$ cat src/rtl/bfly_pkg.sv
// bfly_pkg: shared widths, sample type and helpers for the butterfly datapath
package bfly_pkg;

    localparam int BFLY_DW = 15;
    localparam int BFLY_N  = 8;

    typedef logic signed [BFLY_DW-1:0] sample_t;

    // ceil(log2(v)); returns 0 for v <= 1
    function automatic int clog2(input int v);
        int r;
        r = 0;
        while ((1 << r) < v) r++;
        return r;
    endfunction

    // address width that never collapses to zero bits
    function automatic int addr_w(input int v);
        return (clog2(v) < 1) ? 1 : clog2(v);
    endfunction

endpackage

$ cat src/rtl/bfly_pp_bank.sv
// bfly_pp_bank: N x DW register bank, one write port, two combinational read ports
module bfly_pp_bank
    import bfly_pkg::*;
#(
    parameter int DW = BFLY_DW,
    parameter int N  = BFLY_N,
    parameter int AW = addr_w(N)
) (
    input  logic          clk,
    input  logic          we,
    input  logic [AW-1:0] waddr,
    input  logic [DW-1:0] wdata,
    input  logic [AW-1:0] raddr_a,
    input  logic [AW-1:0] raddr_b,
    output logic [DW-1:0] rdata_a,
    output logic [DW-1:0] rdata_b
);

    logic [DW-1:0] mem [N];

    // sample storage; contents are deliberately left unreset
    always_ff @(posedge clk) begin
        if (we) mem[waddr] <= wdata;
    end

    assign rdata_a = mem[raddr_a];
    assign rdata_b = mem[raddr_b];

endmodule

$ cat src/rtl/bfly_pair_feeder.sv
// bfly_pair_feeder: ping-pong block buffer emitting mirrored operand pairs for the butterfly
module bfly_pair_feeder
    import bfly_pkg::*;
#(
    parameter int DW = BFLY_DW,
    parameter int N  = BFLY_N,
    parameter int IW = addr_w(N / 2)
) (
    input  logic          clk,
    input  logic          rst_n,
    input  logic          in_valid,
    output logic          in_ready,
    input  logic [DW-1:0] in_data,
    output logic          out_valid,
    input  logic          out_ready,
    output logic [DW-1:0] out_a,
    output logic [DW-1:0] out_b,
    output logic [IW-1:0] out_idx,
    output logic          out_last
);

    localparam int AW = addr_w(N);
    localparam logic [AW-1:0] W_LAST = AW'(N - 1);
    localparam logic [IW-1:0] R_LAST = IW'(N / 2 - 1);

    logic [1:0]    full;
    logic          wsel, rsel;
    logic [AW-1:0] wcnt;
    logic [IW-1:0] rcnt;
    logic          accept, consume, wdone, rdone;
    logic [1:0]    set_full, clr_full;
    logic [AW-1:0] raddr_a, raddr_b;
    logic [DW-1:0] a0, b0, a1, b1;

    // handshake decode uses registered flags only, so in_ready never sees out_ready
    assign in_ready  = !full[wsel];
    assign out_valid = full[rsel];
    assign accept    = in_valid && in_ready;
    assign consume   = out_valid && out_ready;
    assign wdone     = accept && (wcnt == W_LAST);
    assign rdone     = consume && (rcnt == R_LAST);
    assign set_full  = wdone ? (wsel ? 2'b10 : 2'b01) : 2'b00;
    assign clr_full  = rdone ? (rsel ? 2'b10 : 2'b01) : 2'b00;

    // both banks see the same mirrored read addresses; rsel picks the live one
    assign raddr_a = AW'(rcnt);
    assign raddr_b = W_LAST - AW'(rcnt);

    bfly_pp_bank #(.DW(DW), .N(N), .AW(AW)) u_bank0 (
        .clk     (clk),
        .we      (accept && !wsel),
        .waddr   (wcnt),
        .wdata   (in_data),
        .raddr_a (raddr_a),
        .raddr_b (raddr_b),
        .rdata_a (a0),
        .rdata_b (b0)
    );

    bfly_pp_bank #(.DW(DW), .N(N), .AW(AW)) u_bank1 (
        .clk     (clk),
        .we      (accept && wsel),
        .waddr   (wcnt),
        .wdata   (in_data),
        .raddr_a (raddr_a),
        .raddr_b (raddr_b),
        .rdata_a (a1),
        .rdata_b (b1)
    );

    // outputs are zeroed whenever no pair is presented
    always_comb begin
        out_a    = out_valid ? (rsel ? a1 : a0) : '0;
        out_b    = out_valid ? (rsel ? b1 : b0) : '0;
        out_idx  = out_valid ? rcnt : '0;
        out_last = out_valid && (rcnt == R_LAST);
    end

    // flags and counters; writer and reader never touch the same bank's flag in one cycle
    always_ff @(posedge clk or negedge rst_n) begin
        if (!rst_n) begin
            full <= '0;
            wsel <= 1'b0;
            rsel <= 1'b0;
            wcnt <= '0;
            rcnt <= '0;
        end else begin
            full <= (full | set_full) & ~clr_full;
            if (accept) begin
                wcnt <= wdone ? '0 : wcnt + 1'b1;
                wsel <= wsel ^ wdone;
            end
            if (consume) begin
                rcnt <= rdone ? '0 : rcnt + 1'b1;
                rsel <= rsel ^ rdone;
            end
        end
    end

endmodule

$ cat config.mk
export PLATFORM = sky130hd
export DESIGN_NAME = bfly_pair_feeder
export DESIGN_NICKNAME = d
export VERILOG_FILES = /design/src/rtl/bfly_pkg.sv /design/src/rtl/bfly_pp_bank.sv /design/src/rtl/bfly_pair_feeder.sv
export SDC_FILE = /design/constraint.sdc
export NUM_CORES = 1
export LEC_CHECK = 0
export CAP_MARGIN = 20
export CORE_ASPECT_RATIO = 1.5
export CORE_MARGIN = 2
export CORE_UTILIZATION = 30
export CTS_CLUSTER_SIZE = 25
export DETAILED_ROUTE_END_ITERATION = 6
export GPL_TIMING_DRIVEN = 1
export MAX_ROUTING_LAYER = met4
export PLACE_DENSITY_LB_ADDON = 0.1
export SETUP_SLACK_MARGIN = 0.3
export SYNTH_ARGS = -nofsm -noshare
export SYNTH_HDL_FRONTEND = slang
export SYNTH_HIERARCHICAL = 1
export SYNTH_SLANG_ARGS = --single-unit
$ cat constraint.sdc
create_clock -name clk -period 2.9 [get_ports clk]
set_input_delay 0.58 -clock clk [delete_from_list [all_inputs] [get_ports clk]]
set_output_delay 0.58 -clock clk [all_outputs]
set_load 0.01 [all_outputs]
==> results.yml, run 1 <==
global_routing:
  antenna_found_initial: 2
  grt_usage_pct: 17.9
  overflow: 0
  grt_max_degree: 32
  grt_pass1_wl_um: 52200
  grt_pass1_vias: 7329
final_layout:
  multiInputGateArea_sq_um: 4560
  syn2layout_area_growth_pct: 24.2
  regArea_sq_um: 7440
  fillers: 3728
  layoutNonFillerInstCount: 1259
  final_nets: 752
  drive_gt1_share_pct: 45.7
detailed_routing:
  route.detailed.drc: 0
  route.vias.total: 6492
  vias_per_cell: 5.16
  finalWirelength_um: 36400
  drtIter0Drc: 498
  drt_first_pass_iters: 5
  ant_nets: 0
  wire_per_inst_um: 28.9
worst_setup_path:
  end_kind: "output pin"
  critical_path_required_ns: 2.32
  crit_fanout: 7
  crit_type: "flop to output pin"
  cp.arrival_ns: 2.70
  worst_r2r_path_depth: 7
  startpoint_type: "flop"
sta:
  rsz0062_at_grt: "true"
  fin_crit_sh_pct: 113
  setup_violations: 30
  max_freq_ghz: 0.305
  maxSlewViolCount: 0
  finalCriticalPeriod_ns: 3.28
  finalHoldViolations: 0
  tightest_slew_ns: 0.612
  finalWorstSetupSlack_ns: -0.381
  clock_skew_ns: 0.0102
  hold_slack_ns: 0.360
  slew_headroom_pct: 59.1
cts:
  tritoncts: "done"
  path_clk_slew_ns: 0.06
  numClockSinks: 249
  cts-htree-levels: 1
  cts_root_buffer: "clkbuf_16"
  clock_path_buffers: 3
  cts_inserted_buffers: 26
  clkLatencyLatePin_ns: 0.54
die:
  die_w_um: 170
  rows: 91
  initial_core_util_pct: 30.2
  core-area_sq_um: 40900
  ios: 54
  die_h_um: 253
  die_area_sq_um: 42800
power:
  irDropWorstVdd_mv: 0.478
  p_per_area_nw_per_um2: 963
  p_leak_nw: 5.47
status:
  failed_checks: "negative setup slack"
  status: "complete, but fails checks"
logic_synthesis:
  synth_top_family_by_area: "multiplexers"
  synth.area.mux_share_pct: 34.3
  syn_area_sq_um: 12400
  ys_seq_area_share_pct: 60.2
  yosysWarnings: 6
  synth.distinct_cells: 27
  synth_compound_area_share_pct: 0.0507
  ys_ff_latch: 249
  synth_cells: 594
  syn_avg_cell_area_sq_um: 20.8
  synth-simple-area-share_pct: 2.51
  synth_fa_ha_area_share_pct: 0.709
  synth_xor_area_share_pct: 0
placement:
  gp_congestion: 0.747
  dp_cells: 1172
  portBuffers: 53
  hpwl_um: 21800
min_path:
  min_path_type: "input pin to async pin"
run:
  maxCapViolCount: 0
routing by layer:
| metal | track usage (%) | wire, um |
|---|---|---|
| met1 | 21.5 | 14800 |
| met2 | 32.0 | 19600 |
| met3 | 2.11 | 1290 |
| met4 | 4.52 | 642 |
| met5 | - | 0 |
critical path, cell delays in order, from the launching register on:
cell and delay, ns:
dfrtp_4 0.53, buf_6 0.14, buf_12 0.14, buf_12 0.13, buf_16 0.14, mux4_2 0.41
mux2_4 0.29, mux2i_1 0.15, nor2_1 0.09, buf_2 0.15
cells in the mapped netlist:
library cell,number,area share (%)
and2_1,1,0.051
and3_1,2,0.10
buf_1,4,0.12
buf_2,6,0.24
buf_4,1,0.061
buf_6,12,1.1
clkbuf_1,12,0.36
clkbuf_2,4,0.16
conb_1,2,0.061
dfrtp_1,9,1.8
edfxtp_1,240,58
ha_1,7,0.71
inv_1,4,0.12
inv_2,1,0.030
mux2_2,63,5.7
mux2_4,2,0.24
mux2i_1,32,2.6
mux2i_4,1,0.18
mux4_1,120,26
nand2_1,6,0.18
nand2_2,1,0.051
nand2b_1,6,0.30
nor2_1,51,1.5
nor2b_1,1,0.051
nor3_1,4,0.16
nor3b_1,1,0.061
o22ai_1,1,0.051
area by class of cell:
type	count	area share (%)
inverters	5	0.204
well taps	511	4.17
clock inverters	20	1.82
multi-input cells	311	29.7
diodes	2	0.0326
clock buffers	28	4.43
repair buffers	133	11.1
flip-flops and latches	249	48.5
layout by cell type (no fill, tap or decap), types with 2 or more instances in the layout:
master	Yosys	final
edfxtp_1	240	240
mux4_2	0	94
mux2_4	2	39
nor2_1	51	37
buf_12	0	30
buf_2	6	29
mux2i_1	32	28
clkbuf_16	0	27
mux2_2	63	26
mux4_1	120	26
buf_4	1	22
clkdlybuf4s50_1	0	19
nor2_2	0	14
buf_16	0	12
conb_1	2	12
buf_6	12	10
bufinv_16	0	7
nand2_1	6	6
ha_1	7	6
clkinv_1	0	6
dfrtp_1	9	6
nand2b_1	6	6
buf_8	0	5
nor3_2	0	4
mux2i_4	1	3
inv_1	4	3
clkinvlp_4	0	3
clkinv_2	0	3
dlygate4sd2_1	0	3
diode_2	0	2
mux2i_2	0	2
and3_1	2	2
clkdlybuf4s15_2	0	2
dfrtp_2	0	2
worst paths after layout:
path	slack, ns	to	from
worst max-delay path	-0.38	out_a[10]	rcnt[0]$_DFFE_PN0P_
worst min-delay path	0.36	wsel$_DFFE_PN0N_	rst_n
worst max register to register	1.12	rsel$_DFFE_PN0P_	rcnt[0]$_DFFE_PN0P_
worst min register to register	0.60	rcnt[1]$_DFFE_PN0P_	rcnt[1]$_DFFE_PN0P_
max in group asynchronous	2.19	rcnt[0]$_DFFE_PN0P_	rst_n
min in group clk	0.60	rcnt[1]$_DFFE_PN0P_	rcnt[1]$_DFFE_PN0P_
where the power goes:
part | internal, W | switching (W) | total [W]
Sequential | 0.00428 | 0.000231 | 0.00451
Combinational | 0.00374 | 0.00281 | 0.00656
Clock | 0.00231 | 0.00139 | 0.00371
flip-flops by register name, indices dropped and copies added (netlist names):
signal       count
full             2
rsel             1
rcnt             2
u_bank1/mem    120
wcnt             3
u_bank0/mem    120
wsel             1
kinds of logic (layout without fill, tap and decap cells):
kind of cell,count (synthesis),count (layout)
AO/OA/AOI/OAI,1,1
multiplexers,218,218
flip-flops,249,249
buffers and inverters,44,186
other,2,14
adder cells (fa/ha/maj),7,7
AND/OR/NAND/NOR,73,73
timing repair:
action                     CTS  global route
pin swaps                    7             9
hold buffers                 0             0
setup buffers               25             1
gates resized for setup    295            13
gates cloned                11             0
setup endpoints to repair   34            31
stage by stage:
stage	util [%]	instance area, sq um	worst slack [ns]	TNS (ns)	total power, W
floorplan	-	12400	0.383	0	0.00761
global placement	34.0	13900	-0.205	-3.00	0.00949
detailed placement	34.0	13900	-0.216	-3.11	0.00955
CTS	37.4	15300	-0.392	-9.87	0.0148
global route	37.5	15300	-0.452	-11.68	0.0154
finish	37.5	15300	-0.381	-8.71	0.0148
Power figures use the tool's default switching activity.
==> inputs of run 2 (changes only) <==
Settings changed: CTS_CLUSTER_DIAMETER set to 30, CTS_CLUSTER_SIZE 25 to not set.
==> run 2 against run 1 <==
  * The flow still finishes with violations (negative setup slack)
  * Total power up 13%
  * Global-route usage up 0.26 points
  * Sequential power about the same
  * Combinational power up 0.9%
  * Via count up 3.7%
  * Critical path depth unchanged
  * Cell area up 4.5%
  * Non-clock buffer count up 2
  * Clock skew up 0.014 ns
  * Clock power up 51%
  * Register-to-register slack worse by 0.02 ns
  * Utilization up 1.7 points
  * Critical endpoint unchanged
  * Largest power group unchanged
  * Highest routed layer unchanged
==> results.yml, run 2 (synthesized netlist as in run 1, its figures left out) <==
status:
  status: "complete, but fails checks"
  failed_checks: "negative setup slack"
final_layout:
  final_nets: 775
  final_cell_mix: "edfxtp_1 (240), mux4_2 (97), clkbuf_16 (47)"
  fillers: 3667
  drive_gt1_share_pct: 48.5
  syn2layout_area_growth_pct: 29.7
  utilization_pct: 39.2
  top_regs: "u_bank0/mem (120), u_bank1/mem (120), wcnt (3)"
  final_common_cell: "edfxtp_1"
detailed_routing:
  drtIter0Drc: 396
  drt_first_pass_iters: 5
  route.detailed.drc: 0
  ant_nets: 0
  route.vias.total: 6732
  vias_per_cell: 5.18
  wire_per_inst_um: 28.3
  finalWirelength_um: 36800
global_routing:
  grt_usage_pct: 18.2
  grt_max_degree: 32
  grt_pass1_vias: 7576
  antenna_found_initial: 2
  overflow: 0
  grt_pass1_wl_um: 52800
worst_setup_path:
  critical_path_required_ns: 2.32
  rrSetupSlack_ns: 1.10
  crit_top_cell: "buf_12"
  timing.rr.start: "rcnt[0]$_DFFE_PN0P_"
  critPathTopFamily: "multiplexers"
  crit_buf_inv: 5
  startpoint_type: "flop"
  path_cells: "buf_6, buf_12, buf_12, buf_16, mux4_2, mux2_4, mux2i_1, nor2_1, buf_2"
  crit_fanout: 7
  cp.arrival_ns: 2.71
  crit_type: "flop to output pin"
  reg2reg_to: "rsel$_DFFE_PN0P_"
  slowest_delay_ns: 0.52
  end_kind: "output pin"
  slowest_stage: "dfrtp_4"
  worst_r2r_path_depth: 7
cts:
  cts-htree-levels: 2
  clock_path_buffers: 3
  cts_hold_buf: 0
  tritoncts: "done"
  cts_inserted_buffers: 47
  cts_root_buffer: "clkbuf_16"
  clkLatencyLatePin_ns: 0.56
  path_clk_slew_ns: 0.05
  numClockSinks: 249
sta:
  fin_crit_sh_pct: 113
  final.setup.tns_ns: -9.28
  finalCriticalPeriod_ns: 3.29
  clock_skew_ns: 0.0239
  max_freq_ghz: 0.304
  maxSlewViolCount: 0
  setup_violations: 30
  finalHoldViolations: 0
  slew_headroom_pct: 58.4
  tightest_slew_ns: 0.623
  finalWorstSetupSlack_ns: -0.391
  rsz0062_at_grt: "true"
  hold_slack_ns: 0.355
placement:
  hpwl_um: 21800
  gp_congestion: 0.747
  pre_cts_slack_ns: -0.216
  portBuffers: 53
die:
  die_area_sq_um: 42800
  ios: 54
  initial_core_util_pct: 30.2
  core-area_sq_um: 40900
  die_w_um: 170
  die_h_um: 253
  rows: 91
power:
  irDropWorstVdd_mv: 0.580
  p_leak_nw: 5.79
  p_per_area_nw_per_um2: 1040
min_path:
  min_path_type: "input pin to async pin"
run:
  maxCapViolCount: 0
[run 2: changes by cell type in the layout (fill, tap and decap cells not counted), moves of 2 or more]
cell / delta
clkinv_4: +2
clkbuf_16: +20
inv_8: +3
inv_6: +7
clkbuf_1: +7
clkinv_1: -4
mux4_1: -3
mux4_2: +3
clkinvlp_4: +3
[run 2: where the power goes]
group / internal (W) / switching, W / total (W)
clock network: 0.00373 / 0.00187 / 0.00559
registers: 0.00429 / 0.000230 / 0.00452
logic: 0.00378 / 0.00284 / 0.00662
total: 0.0118 / 0.00494 / 0.0167
[run 2: worst max path at each step]
stage                        start         to  cells past startpoint
2_1_floorplan  rcnt[0]$_DFFE_PN0P_  out_b[14]                      6
3_3_place_gp   rcnt[0]$_DFFE_PN0P_   out_a[5]                      7
3_5_place_dp   rcnt[0]$_DFFE_PN0P_   out_b[9]                      7
4_1_cts        rcnt[0]$_DFFE_PN0P_   out_b[9]                      8
5_1_grt        rcnt[0]$_DFFE_PN0P_  out_a[12]                      9
6_report       rcnt[0]$_DFFE_PN0P_  out_a[10]                      9
[run 2: cell type report]
class	count	area (sq um)	area share, %
diodes	2	5.00	0.0312
repair buffers	135	1730	10.8
flip-flops and latches	249	7440	46.4
clock buffers	55	1210	7.53
inverters	5	31.3	0.195
well taps	511	639	3.99
multi-input cells	311	4550	28.4
clock inverters	31	424	2.65
[run 2: per-layer routing]
layer,routed length [um],GRT usage [%],up-vias
li1,-,-,2839
met1,14600,21.2,3651
met2,19800,32.0,187
met3,1490,3.08,55
met4,914,5.74,0
met5,0,-,-
[run 2: per-stage QoR]
| step | cell area, sq um | std cells | power (W) |
|---|---|---|---|
| floorplan | 12400 | 604 | 0.00761 |
| global route | 16000 | 1299 | 0.0174 |
| global placement | 13900 | 1172 | 0.00949 |
| detailed placement | 13900 | 1172 | 0.00955 |
| CTS | 16000 | 1295 | 0.0168 |
| finish | 16000 | 1299 | 0.0167 |
[run 2: timing repair]
item                       4_1_cts  5_1_grt
setup endpoints to repair       34       31
setup buffers                   26        2
gates cloned                    11        0
pin swaps                        7        9
resized for setup              294       17
